<file path="src/rtl/bip_dump_tx.sv">
// UART state dump: sends a 0xA5 header, the PC/ACC snapshot and DUMP_WORDS memory words as 8N1 bytes.
// Optional trailing XOR checksum byte is compiled in when BIP_DUMP_CHECKSUM_EN is defined.
module bip_dump_tx #(
    parameter int CLKS_PER_BIT = 16,
    parameter int DUMP_WORDS   = 16
) (
    input  logic        Clk,
    input  logic        Reset,
    input  logic        Start,
    input  logic [10:0] PC,
    input  logic [15:0] ACC,
    output logic [10:0] Mem_Addr,
    output logic        Mem_Rd,
    input  logic [15:0] Mem_Data,
    output logic        Tx,
    output logic        Busy,
    output logic        Done
);

    typedef enum logic [2:0] {
        IDLE, LOAD, START_BIT, DATA_BITS, STOP_BIT, NEXT, FINISH
    } state_t;

    localparam logic [15:0] LP_CPB_M1    = 16'(CLKS_PER_BIT - 1);
    localparam logic [15:0] LP_CPB_M2    = 16'(CLKS_PER_BIT - 2);
    localparam logic [10:0] LP_LAST_WORD = 11'(DUMP_WORDS - 1);
    localparam logic [2:0]  LP_HDR_DONE  = 3'd5;

    state_t      r_state;
    logic [15:0] r_clk_cnt;
    logic [2:0]  r_bit_idx;
    logic [7:0]  r_shift;
    logic [15:0] r_pc;
    logic [15:0] r_acc;
    logic [2:0]  r_hdr_idx;
    logic [10:0] r_word;
    logic        r_half;
    logic [7:0]  r_mem_lo;
    logic        r_last;
    logic        r_tx;
    logic        r_busy;
    logic        r_done;
    logic        r_mem_rd;
    logic [10:0] r_mem_addr;
    logic [7:0]  w_byte;
`ifdef BIP_DUMP_CHECKSUM_EN
    logic [7:0]  r_csum;
    logic        r_ck_phase;

    function automatic logic [7:0] f_csum_next(input logic [7:0] csum, input logic [7:0] data);
        return csum ^ data;
    endfunction
`endif

    assign Tx       = r_tx;
    assign Busy     = r_busy;
    assign Done     = r_done;
    assign Mem_Rd   = r_mem_rd;
    assign Mem_Addr = r_mem_addr;

    // Byte to be loaded in LOAD; the high memory byte comes straight off the read port.
    always_comb begin
        w_byte = 8'h00;
        if (r_hdr_idx != LP_HDR_DONE) begin
            case (r_hdr_idx)
                3'd0:    w_byte = 8'hA5;
                3'd1:    w_byte = r_pc[15:8];
                3'd2:    w_byte = r_pc[7:0];
                3'd3:    w_byte = r_acc[15:8];
                3'd4:    w_byte = r_acc[7:0];
                default: w_byte = 8'hA5;
            endcase
        end
`ifdef BIP_DUMP_CHECKSUM_EN
        else if (r_ck_phase) begin
            w_byte = r_csum;
        end
`endif
        else if (!r_half) begin
            w_byte = Mem_Data[15:8];
        end else begin
            w_byte = r_mem_lo;
        end
    end

    // Frame sequencer: LOAD is the first cycle of every start bit, NEXT the last cycle of every stop bit.
    always_ff @(posedge Clk) begin
        if (Reset) begin
            r_state    <= IDLE;
            r_clk_cnt  <= 16'd0;
            r_bit_idx  <= 3'd0;
            r_shift    <= 8'h00;
            r_pc       <= 16'h0000;
            r_acc      <= 16'h0000;
            r_hdr_idx  <= 3'd0;
            r_word     <= 11'd0;
            r_half     <= 1'b0;
            r_mem_lo   <= 8'h00;
            r_last     <= 1'b0;
            r_tx       <= 1'b1;
            r_busy     <= 1'b0;
            r_done     <= 1'b0;
            r_mem_rd   <= 1'b0;
            r_mem_addr <= 11'd0;
`ifdef BIP_DUMP_CHECKSUM_EN
            r_csum     <= 8'h00;
            r_ck_phase <= 1'b0;
`endif
        end else begin
            r_done <= 1'b0;
            case (r_state)
                IDLE: begin
                    if (Start) begin
                        r_pc      <= {5'd0, PC};
                        r_acc     <= ACC;
                        r_busy    <= 1'b1;
                        r_tx      <= 1'b0;
                        r_hdr_idx <= 3'd0;
                        r_word    <= 11'd0;
                        r_half    <= 1'b0;
                        r_last    <= 1'b0;
`ifdef BIP_DUMP_CHECKSUM_EN
                        r_csum     <= 8'h00;
                        r_ck_phase <= 1'b0;
`endif
                        r_state   <= LOAD;
                    end
                end
                LOAD: begin
                    r_shift    <= w_byte;
                    r_clk_cnt  <= 16'd1;
                    r_mem_rd   <= 1'b0;
                    r_mem_addr <= 11'd0;
                    if (r_mem_rd) begin
                        r_mem_lo <= Mem_Data[7:0];
                    end
`ifdef BIP_DUMP_CHECKSUM_EN
                    if (r_hdr_idx != 3'd0 && !r_ck_phase) begin
                        r_csum <= f_csum_next(r_csum, w_byte);
                    end
`endif
                    // Indices advance here so NEXT already knows what the following byte is.
                    if (r_hdr_idx != LP_HDR_DONE) begin
                        r_hdr_idx <= r_hdr_idx + 3'd1;
                    end
`ifdef BIP_DUMP_CHECKSUM_EN
                    else if (r_ck_phase) begin
                        r_last <= 1'b1;
                    end
`endif
                    else if (!r_half) begin
                        r_half <= 1'b1;
                    end else begin
                        r_half <= 1'b0;
                        if (r_word == LP_LAST_WORD) begin
`ifdef BIP_DUMP_CHECKSUM_EN
                            r_ck_phase <= 1'b1;
`else
                            r_last <= 1'b1;
`endif
                        end else begin
                            r_word <= r_word + 11'd1;
                        end
                    end
                    r_state <= START_BIT;
                end
                START_BIT: begin
                    if (r_clk_cnt == LP_CPB_M1) begin
                        r_clk_cnt <= 16'd0;
                        r_bit_idx <= 3'd0;
                        r_tx      <= r_shift[0];
                        r_state   <= DATA_BITS;
                    end else begin
                        r_clk_cnt <= r_clk_cnt + 16'd1;
                    end
                end
                DATA_BITS: begin
                    if (r_clk_cnt == LP_CPB_M1) begin
                        r_clk_cnt <= 16'd0;
                        if (r_bit_idx == 3'd7) begin
                            r_tx    <= 1'b1;
                            r_state <= STOP_BIT;
                        end else begin
                            r_bit_idx <= r_bit_idx + 3'd1;
                            r_shift   <= {1'b0, r_shift[7:1]};
                            r_tx      <= r_shift[1];
                        end
                    end else begin
                        r_clk_cnt <= r_clk_cnt + 16'd1;
                    end
                end
                STOP_BIT: begin
                    if (r_clk_cnt == LP_CPB_M2) begin
                        r_clk_cnt <= 16'd0;
                        r_state   <= NEXT;
                    end else begin
                        r_clk_cnt <= r_clk_cnt + 16'd1;
                    end
                end
                NEXT: begin
                    if (r_last) begin
                        r_busy  <= 1'b0;
                        r_done  <= 1'b1;
                        r_state <= FINISH;
                    end else begin
                        r_tx    <= 1'b0;
                        r_state <= LOAD;
`ifdef BIP_DUMP_CHECKSUM_EN
                        if (r_hdr_idx == LP_HDR_DONE && !r_half && !r_ck_phase) begin
`else
                        if (r_hdr_idx == LP_HDR_DONE && !r_half) begin
`endif
                            r_mem_rd   <= 1'b1;
                            r_mem_addr <= r_word;
                        end
                    end
                end
                FINISH: begin
                    r_state <= IDLE;
                end
                default: begin
                    r_state <= IDLE;
                end
            endcase
        end
    end

endmodule

</file>
<file path="config.mk">
export PLATFORM = sky130hd
export DESIGN_NAME = bip_dump_tx
export DESIGN_NICKNAME = d
export VERILOG_FILES = /design/src/rtl/bip_dump_tx.sv
export SDC_FILE = /design/constraint.sdc
export NUM_CORES = 1
export LEC_CHECK = 0
export CAP_MARGIN = 20
export CORE_UTILIZATION = 30
export CTS_CLUSTER_DIAMETER = 120
export CTS_CLUSTER_SIZE = 24
export DETAILED_ROUTE_END_ITERATION = 7
export PLACE_DENSITY_LB_ADDON = 0.12
export SLEW_MARGIN = 40
export SYNTH_ARGS = -nofsm -noshare
export SYNTH_HDL_FRONTEND = slang
export SYNTH_SLANG_ARGS = --single-unit
</file>
<file path="constraint.sdc">
create_clock -name Clk -period 2.47 [get_ports Clk]
set_clock_uncertainty 0.15 [all_clocks]
set_input_delay 0.247 -clock Clk [delete_from_list [all_inputs] [get_ports Clk]]
set_output_delay 0.247 -clock Clk [all_outputs]
set_load 0.005 [all_outputs]
</file>
* Word-level counts from Yosys, hierarchy flattened *
Cells that the tools add are included.
W data, S select, Z words.

storage, ports and cells
  bits of input ports = 46
  bits in registers = 96
  logic and storage cells = 125
  output and inout port bits = 15

cells by class
  bitwise logic cells = 1
  equality and inequality tests = 29
  reductions and logical operators = 24
  $add $sub $neg = 4
  multiplexer cells = 51

operators with widths
  operator                 number
  $mux W11                 6
  $pmux W16 S3             1
  $pmux W11 S2             2
  $mux W3                  11
  $eq A16 B4 Y1 const B    2
  $mux W16                 2
  $mux W8                  4
  $pmux W8 S4              1
  $ne A2 B2 Y1 const B     14
  $reduce_and A5 Y1        4
  $pmux W3 S6              1
  $add A16 B1 Y16 const B  1
  $pmux W8 S2              1
  $eq A3 B3 Y1 const B     5
  $mux W1                  15
  $reduce_and A3 Y1        5
  $eq A3 B2 Y1 const B     4
  $pmux W3 S2              2
  $add A11 B1 Y11 const B  1
  $eq A11 B4 Y1 const B    1
  $reduce_bool A2 Y1       5
  $pmux W1 S2              4
  $add A3 B1 Y3 const B    2
  $eq A3 B1 Y1 const B     2
  other kinds (11)         13

* Logic depth before layout (Yosys ltp) *
Gate-level depths: netlist of run 1.

  word-level depth = 5
  mapped depth = 9
  depth with buffers taken out = 7

* Worst setup path before layout of run 1 *
OpenSTA, ideal clock, no wires.

  kind = reg2reg
  start = register r_clk_cnt[11]
  end = register r_shift[3]
  cell stages (with the launch flop) = 8
  required time = 2,241 ps
  data arrival time = 2,216 ps
  path buffers = 2
  path slack = 25 ps
  clock period less this slack = 2,445 ps
  library setup time = 79 ps
  cell sequence = dfxtp_1 or4_1 or4_1 buf_6 o31ai_4 buf_6 nor2_1 a211oi_2

between the ends
  word-level cells in the longest chain between the ends = 3

RTL lines
  element                             line  text
  start, declared                     30    logic [15:0] r_clk_cnt;
  start signal, assigned              174   r_clk_cnt <= r_clk_cnt + 16'd1;
  start signal, assigned              189   r_clk_cnt <= r_clk_cnt + 16'd1;
  start signal, assigned              197   r_clk_cnt <= r_clk_cnt + 16'd1;
  $eq A16 B4 Y1                       178   if (r_clk_cnt == LP_CPB_M1) begin
  $ne A2 B2 Y1 (no source line)       n/a
  $reduce_and A3 Y1 (no source line)  n/a
  end signal, assigned                130   r_shift <= w_byte;
  end signal, assigned                185   r_shift <= {1'b0, r_shift[7:1]};
  end, declared                       32    logic [7:0] r_shift;

No other way between the ends.
A chain may end at the register's enable or synchronous reset.

* Final worst setup path of run 1 *
  start = register r_clk_cnt[11]
  end = register r_shift[0]

Same word-level chain as after synthesis.

==> results.yml, run 1 <==
run_status:
  outcome: "finished with violations"
  violations: "DRC"
worst_setup_path:
  critPathRequiredTime_ps: 2570
  reg2reg_to: "r_shift[0]"
  endpoint_kind: "register"
  r2r_start: "r_clk_cnt[11]"
  critPathLaunchType: "register"
  critPathArrivalTime_ps: 2480
  critPathLaunch: "r_clk_cnt[11]"
  critPathMaxFanout: 15
  path_class: "reg2reg"
  reg2reg_depth: 6
  rrSetupSlack_ps: 90
sta:
  period_share_pct: 96.20
  setup_violations: 0
  worstMarginPinSlew_ps: 842.5
  fmax_mhz: 420.9
  rsz0062_at_grt: "true"
  finalHoldViolations: 0
  setup_tns_ps: 0
  finalMaxSlewViolations: 0
  finalCriticalPeriod_ps: 2376
  maxSlewHeadroom_pct: 43.65
synthesis:
  yosysSeqAreaShare_pct: 42.22
  synth.area.top_cells: "dfxtp_1 42%, nand2_1 9.0%, a21oi_1 5.4%, nor2_1 4.4%, a22oi_1 3.3%"
  ys_seq_elements: 96
  synth_nets: 621
  synth_edf_count: 0
  ys_warn_count: 0
  synthArstFlopShare_pct: 0
  syn-mean-instance-area_sq_um: 8.056
  syn_area_sq_um: 4552
  synth_cell_types: 46
  synthFlopType: "dfxtp_1"
  synth_top_cell_area_share_pct: 42.22
  yosysTopAreaCell: "dfxtp_1"
  syn_inst: 565
layout:
  finalNonFillerCells: 826
  final_common_cell: "nand2_1"
  area.growth.synth_to_final_pct: 29.63
  drive_gt1_share_pct: 12.15
  final_nets: 693
  layout_common_cells: "109 x nand2_1, 96 x dfxtp_1, 59 x clkdlybuf4s50_1, 51 x nor2_1, 48 x a21oi_1"
  n_antenna_cell: 0
grt:
  grt_use_total_pct: 16.38
  grt_pass1_vias: 4111
  grt_pass1_wl_microns: 20400
  antenna_found_initial: 0
  gr-total-overflow: 0
  grt_start_max_net_pins: 77
clocking:
  cts_buffer_depth: 2
  cts.sinks: 96
  htreeDepth: 3
  postCtsSetupRepairBufs: 0
  numCtsBuffers: 9
  clk_pin_slew_worst_paths_ps: 60
  clkLatencyLatePin_ps: 340
  cts_tree: "built"
  cts_root_buf: "clkbuf_16"
  hold_buffers: 0
job:
  cap_violations: 0
die:
  coreArea_sq_um: 14640
  ios: 61
  initial_utilization_pct: 31.08
  row_count: 44
  die_y_microns: 125.2
  dieArea_sq_um: 15670
  die_w_microns: 125.2
min_path:
  worstHoldStart: "Reset"
  min_to: "Tx"
  whs_path_depth: 3
  hp-class: "in2reg"
detailed_routing:
  vias: 4147
  drt-total-wl_microns: 12200
  antenna_left: 0
  drc: 3
  drtPass1Iterations: 8
  avgViaCountPerCell: 5.021
  drt_iter0_markers: 214
  post_drt_wl_per_cell_microns: 14.77
placement:
  port_buffers: 60
  place_hpwl_microns: 8717
  place_congestion: 0.8265
  dp_cells: 810
pwr:
  peakVddDrop_uv: 438.8
  leakagePower_nw: 2.104
  power.density_nw_per_um2: 830.2
-- cell type report --
cell class | instances | area (sq um)
fillers | 1535 | 8743
multi-input cells | 421 | 2482
repair buffers | 98 | 905.9
well taps | 184 | 230.2
clock buffers | 14 | 284.0
flip-flops and latches | 96 | 1922
inverters | 11 | 41.29
clock inverters | 2 | 35.03
-- timing repair --
action	4_1_cts	5_1_grt
pin swaps	0	3
resized for setup	1	10
setup endpoints to repair	22	16
gates cloned	0	0
-- per-stage QoR --
stage	cell area [sq um]	util (%)	setup WS [ps]	hold slack, ps	power, mW
2_1_floorplan	4552	-	24.94	233.0	2.877
3_3_place_gp	5537	37.81	-72.91	291.0	3.424
3_5_place_dp	5539	37.82	-103.3	294.8	3.451
4_1_cts	5862	40.03	2.925	135.1	4.951
5_1_grt	5901	40.29	-6.034	172.1	5.208
6_report	5901	40.29	93.97	165.3	4.899
-- synthesized netlist by cell type, types with 6 or more instances --
cell type / number
xnor2_1: 12
nand3_1: 26
a22o_1: 7
nor2_1: 53
nand2b_1: 8
clkbuf_1: 33
nor3_1: 14
inv_1: 11
nor4_1: 9
or4_1: 6
a21oi_1: 49
o21ai_0: 11
dfxtp_1: 96
and3_1: 7
ha_1: 10
mux2i_1: 7
xor2_1: 7
a211oi_1: 6
nand2_1: 109
a22oi_1: 20
-- registers in the layout (all words and copies together), names as in the netlist, 3 cells and up --
register	flops
r_state	3
r_hdr_idx	3
r_word	11
r_acc	16
r_mem_lo	8
Mem_Addr	11
r_clk_cnt	16
r_shift	8
r_bit_idx	3
r_pc	11
-- report_power, final --
group,leakage (nW),internal [mW],total (mW),switching (mW)
Sequential,0.780,1.74,1.90,0.159
Clock,0.159,0.894,1.47,0.577
Combinational,1.16,0.618,1.53,0.909
-- worst max-delay path by stage --
stage | to | cells past startpoint
6_report | r_shift[0] | 6
3_3_place_gp | r_clk_cnt[13] | 5
5_1_grt | r_shift[5] | 6
3_5_place_dp | r_clk_cnt[6] | 5
4_1_cts | r_shift[5] | 6
2_1_floorplan | r_shift[3] | 7
-- critical path: stages (launching register included) --
cell and delay, ps:
dfxtp_1 310, or4_4 530, or4_4 610, o31ai_4 230
buf_12 180, nor2_1 40, a311oi_1 230
-- routing by layer --
layer	GRT usage, %	wire [microns]	vias to the layer above
met5	0	0	-
met2	27.64	5764	67
met3	4.407	508	8
met1	20.60	5809	1932
li1	-	-	2140
met4	4.232	121	0
-- cell families (layout without fill, tap and decap cells) --
family | Yosys count | in the layout | synth area share, %
simple gates | 252 | 252 | 25.10
fa+ha+maj | 10 | 10 | 2.749
compound gates | 128 | 128 | 19.21
xor+xnor | 19 | 19 | 3.656
flops | 96 | 96 | 42.22
buf+inv | 48 | 125 | 4.288
mux | 12 | 12 | 2.776
Note: power is estimated with default switching activity, not from simulation.
==> run 2, diff against run 1 <==
- HOLD_SLACK_MARGIN: not set -> 0.03
- SETUP_SLACK_MARGIN: not set -> 0.15
==> run 2 against run 1 <==
Net effect: the run still ends with DRC left; routed wire length up 0.70%; design area up 2.5%; critical endpoint is now r_shift[2]; final cell count up 0.61%; global-route usage down 0.27 points; highest routed layer unchanged; critical path type unchanged; die area unchanged; first-iteration DRC count down 6.1%; clock-buffer cell count down 4; hold slack worse by 33 ps; non-clock buffer count up 6; combinational power up 16%; via count up 1.3%; clock power down 3%.
==> results.yml, run 2 (synthesized netlist as in run 1, its figures left out) <==
worst_setup_path:
  crit_slowest_cell: "or4_4"
  crit_top_cell: "or4_4"
  endpoint_kind: "register"
  critPathMaxFanout: 12
  cp_slowest_stage_delay_ps: 550
  critPathRequiredTime_ps: 2590
  critPathArrivalTime_ps: 2550
  path_class: "reg2reg"
  path_cells: "or4_4 -> or4_4 -> buf_6 -> o31ai_4 -> buf_12 -> nor2_1 -> a311oi_1"
  critPathLaunchType: "register"
pwr:
  power.density_nw_per_um2: 842.0
  p_clk_share_pct: 27.9
  internal_power_mw: 3.317
  power_frac_seq_pct: 37.3
  peakVddDrop_uv: 359.8
  swShare_pct: 34.87
  leakagePower_nw: 2.150
  p_comb_share_pct: 34.8
  p_switching_mw: 1.776
detailed_routing:
  drt_iter0_markers: 201
  drc: 4
  drtPass1Iterations: 8
  post_drt_wl_per_cell_microns: 14.79
  drt-total-wl_microns: 12290
  avgViaCountPerCell: 5.053
  antenna_left: 0
  vias: 4199
sta:
  finalHoldViolations: 0
  rsz0062_at_grt: "true"
  finalMaxSlewViolations: 0
  fmax_mhz: 410.6
  setup_violations: 0
  worstMarginPinSlew_ps: 671.3
  finalCriticalPeriod_ps: 2435
  setup_tns_ps: 0
  worst_slack_ps: 34.79
  maxSlewHeadroom_pct: 54.61
  period_share_pct: 98.59
grt:
  grt_pass1_vias: 4117
  grt_use_total_pct: 16.11
  antenna_found_initial: 0
  grt_pass1_wl_microns: 20110
  grt_start_max_net_pins: 47
  gr-total-overflow: 0
clocking:
  clk_pin_slew_worst_paths_ps: 70
  cts.sinks: 96
  cts_root_buf: "clkbuf_16"
  numCtsBuffers: 9
  cts_tree: "built"
  hold_buffers: 0
  clkLatencyLatePin_ps: 360
  htreeDepth: 3
  cts_buffer_depth: 2
layout:
  final_nets: 699
  final_common_cell: "nand2_1"
  n_antenna_cell: 0
  layout_common_cells: "109 x nand2_1, 93 x dfxtp_1, 59 x clkdlybuf4s50_1, 48 x nor2_1, 48 x a21oi_1"
  area.growth.synth_to_final_pct: 32.88
  drive_gt1_share_pct: 15.61
  top_regs: "r_acc: 16 flops, r_clk_cnt: 16 flops"
job:
  cap_violations: 0
die:
  die_y_microns: 125.2
  coreArea_sq_um: 14640
  initial_utilization_pct: 31.08
  ios: 61
  row_count: 44
  dieArea_sq_um: 15670
  die_w_microns: 125.2
run_status:
  outcome: "finished with violations"
  violations: "DRC"
placement:
  port_buffers: 60
  preCtsSetupSlack_ps: -1.482
  place_congestion: 0.7983
  place_hpwl_microns: 8806
min_path:
  hp-class: "in2reg"
run 2: changes by cell type in the layout (fill, tap and decap cells not counted), sizes merged:
cell,before,now
buf,39,45
clkbuf,14,10
clkinv,1,2
clkinvlp,0,1
inv,11,12
run 2: worst max-delay path: cells and delay by family, from the launching register on:
kind | cells | cell delay [ps]
and+or+nand+nor | 3 | 1120
buffers and inverters | 2 | 330
DFF | 1 | 320
AOI/OAI and AO/OA | 2 | 420
run 2: metrics by stage:
stage	total power, mW	hold slack [ps]	utilization (%)	instance area [sq um]	std cells
6_report	5.093	132.6	41.30	6048	831
5_1_grt	5.391	165.0	41.30	6048	831
4_1_cts	5.121	150.8	40.85	5982	830
3_5_place_dp	3.517	297.7	37.99	5563	810
3_3_place_gp	3.480	292.6	37.97	5560	810
2_1_floorplan	2.926	233.0	-	4589	565
run 2: what timing repair did:
action / CTS / global route
pin swaps: 3 / 14
buffers inserted: 4 / 1
resized for setup: 16 / 12
cloned: 1 / 0
setup endpoints to repair: 29 / 32
run 2: worst paths after layout:
check | startpoint | endpoint | slack [ps] | cells after the start
worst max-delay path | r_clk_cnt[15] | r_shift[2] | 30 | 7
worst min-delay path | Reset | Tx | 130 | 3
worst max register to register | r_clk_cnt[15] | r_shift[2] | 30 | 7
worst min register to register | r_mem_lo[1] | r_mem_lo[1] | 310 | 2
run 2: layout make-up:
class                      instances  area [sq um]
fill                            1472          8596
multi-input combinational        421          2581
sequential                        96          1926
timing repair buffer             104         974.7
clock buffer                      10         239.0
tap                              184         230.2
clock inverter                     5         56.30
inverter                          11         41.29
run 2: routing by layer:
metal	track usage (%)	part of all wire [%]
met1	19.87	48
met2	27.67	48
met3	4.108	3.5
met4	4.591	1.1
met5	0	0
run 2: power groups by stage:
| stage | combinational (mW) | clock [mW] | sequential, mW |
|---|---|---|---|
| after detailed placement | 1.59 | 0 | 1.93 |
| after global placement | 1.55 | 0 | 1.93 |
| final | 1.77 | 1.42 | 1.90 |
| after floorplan | 1.05 | 0 | 1.87 |
| after CTS | 1.75 | 1.48 | 1.90 |
| after global routing | 1.95 | 1.52 | 1.92 |
==> run 3, diff against run 2 <==
- GPL_ROUTABILITY_DRIVEN: not set -> 0
==> results of run 3 <==
No change in the layout: final DEF, timing and power equal those of run 2.
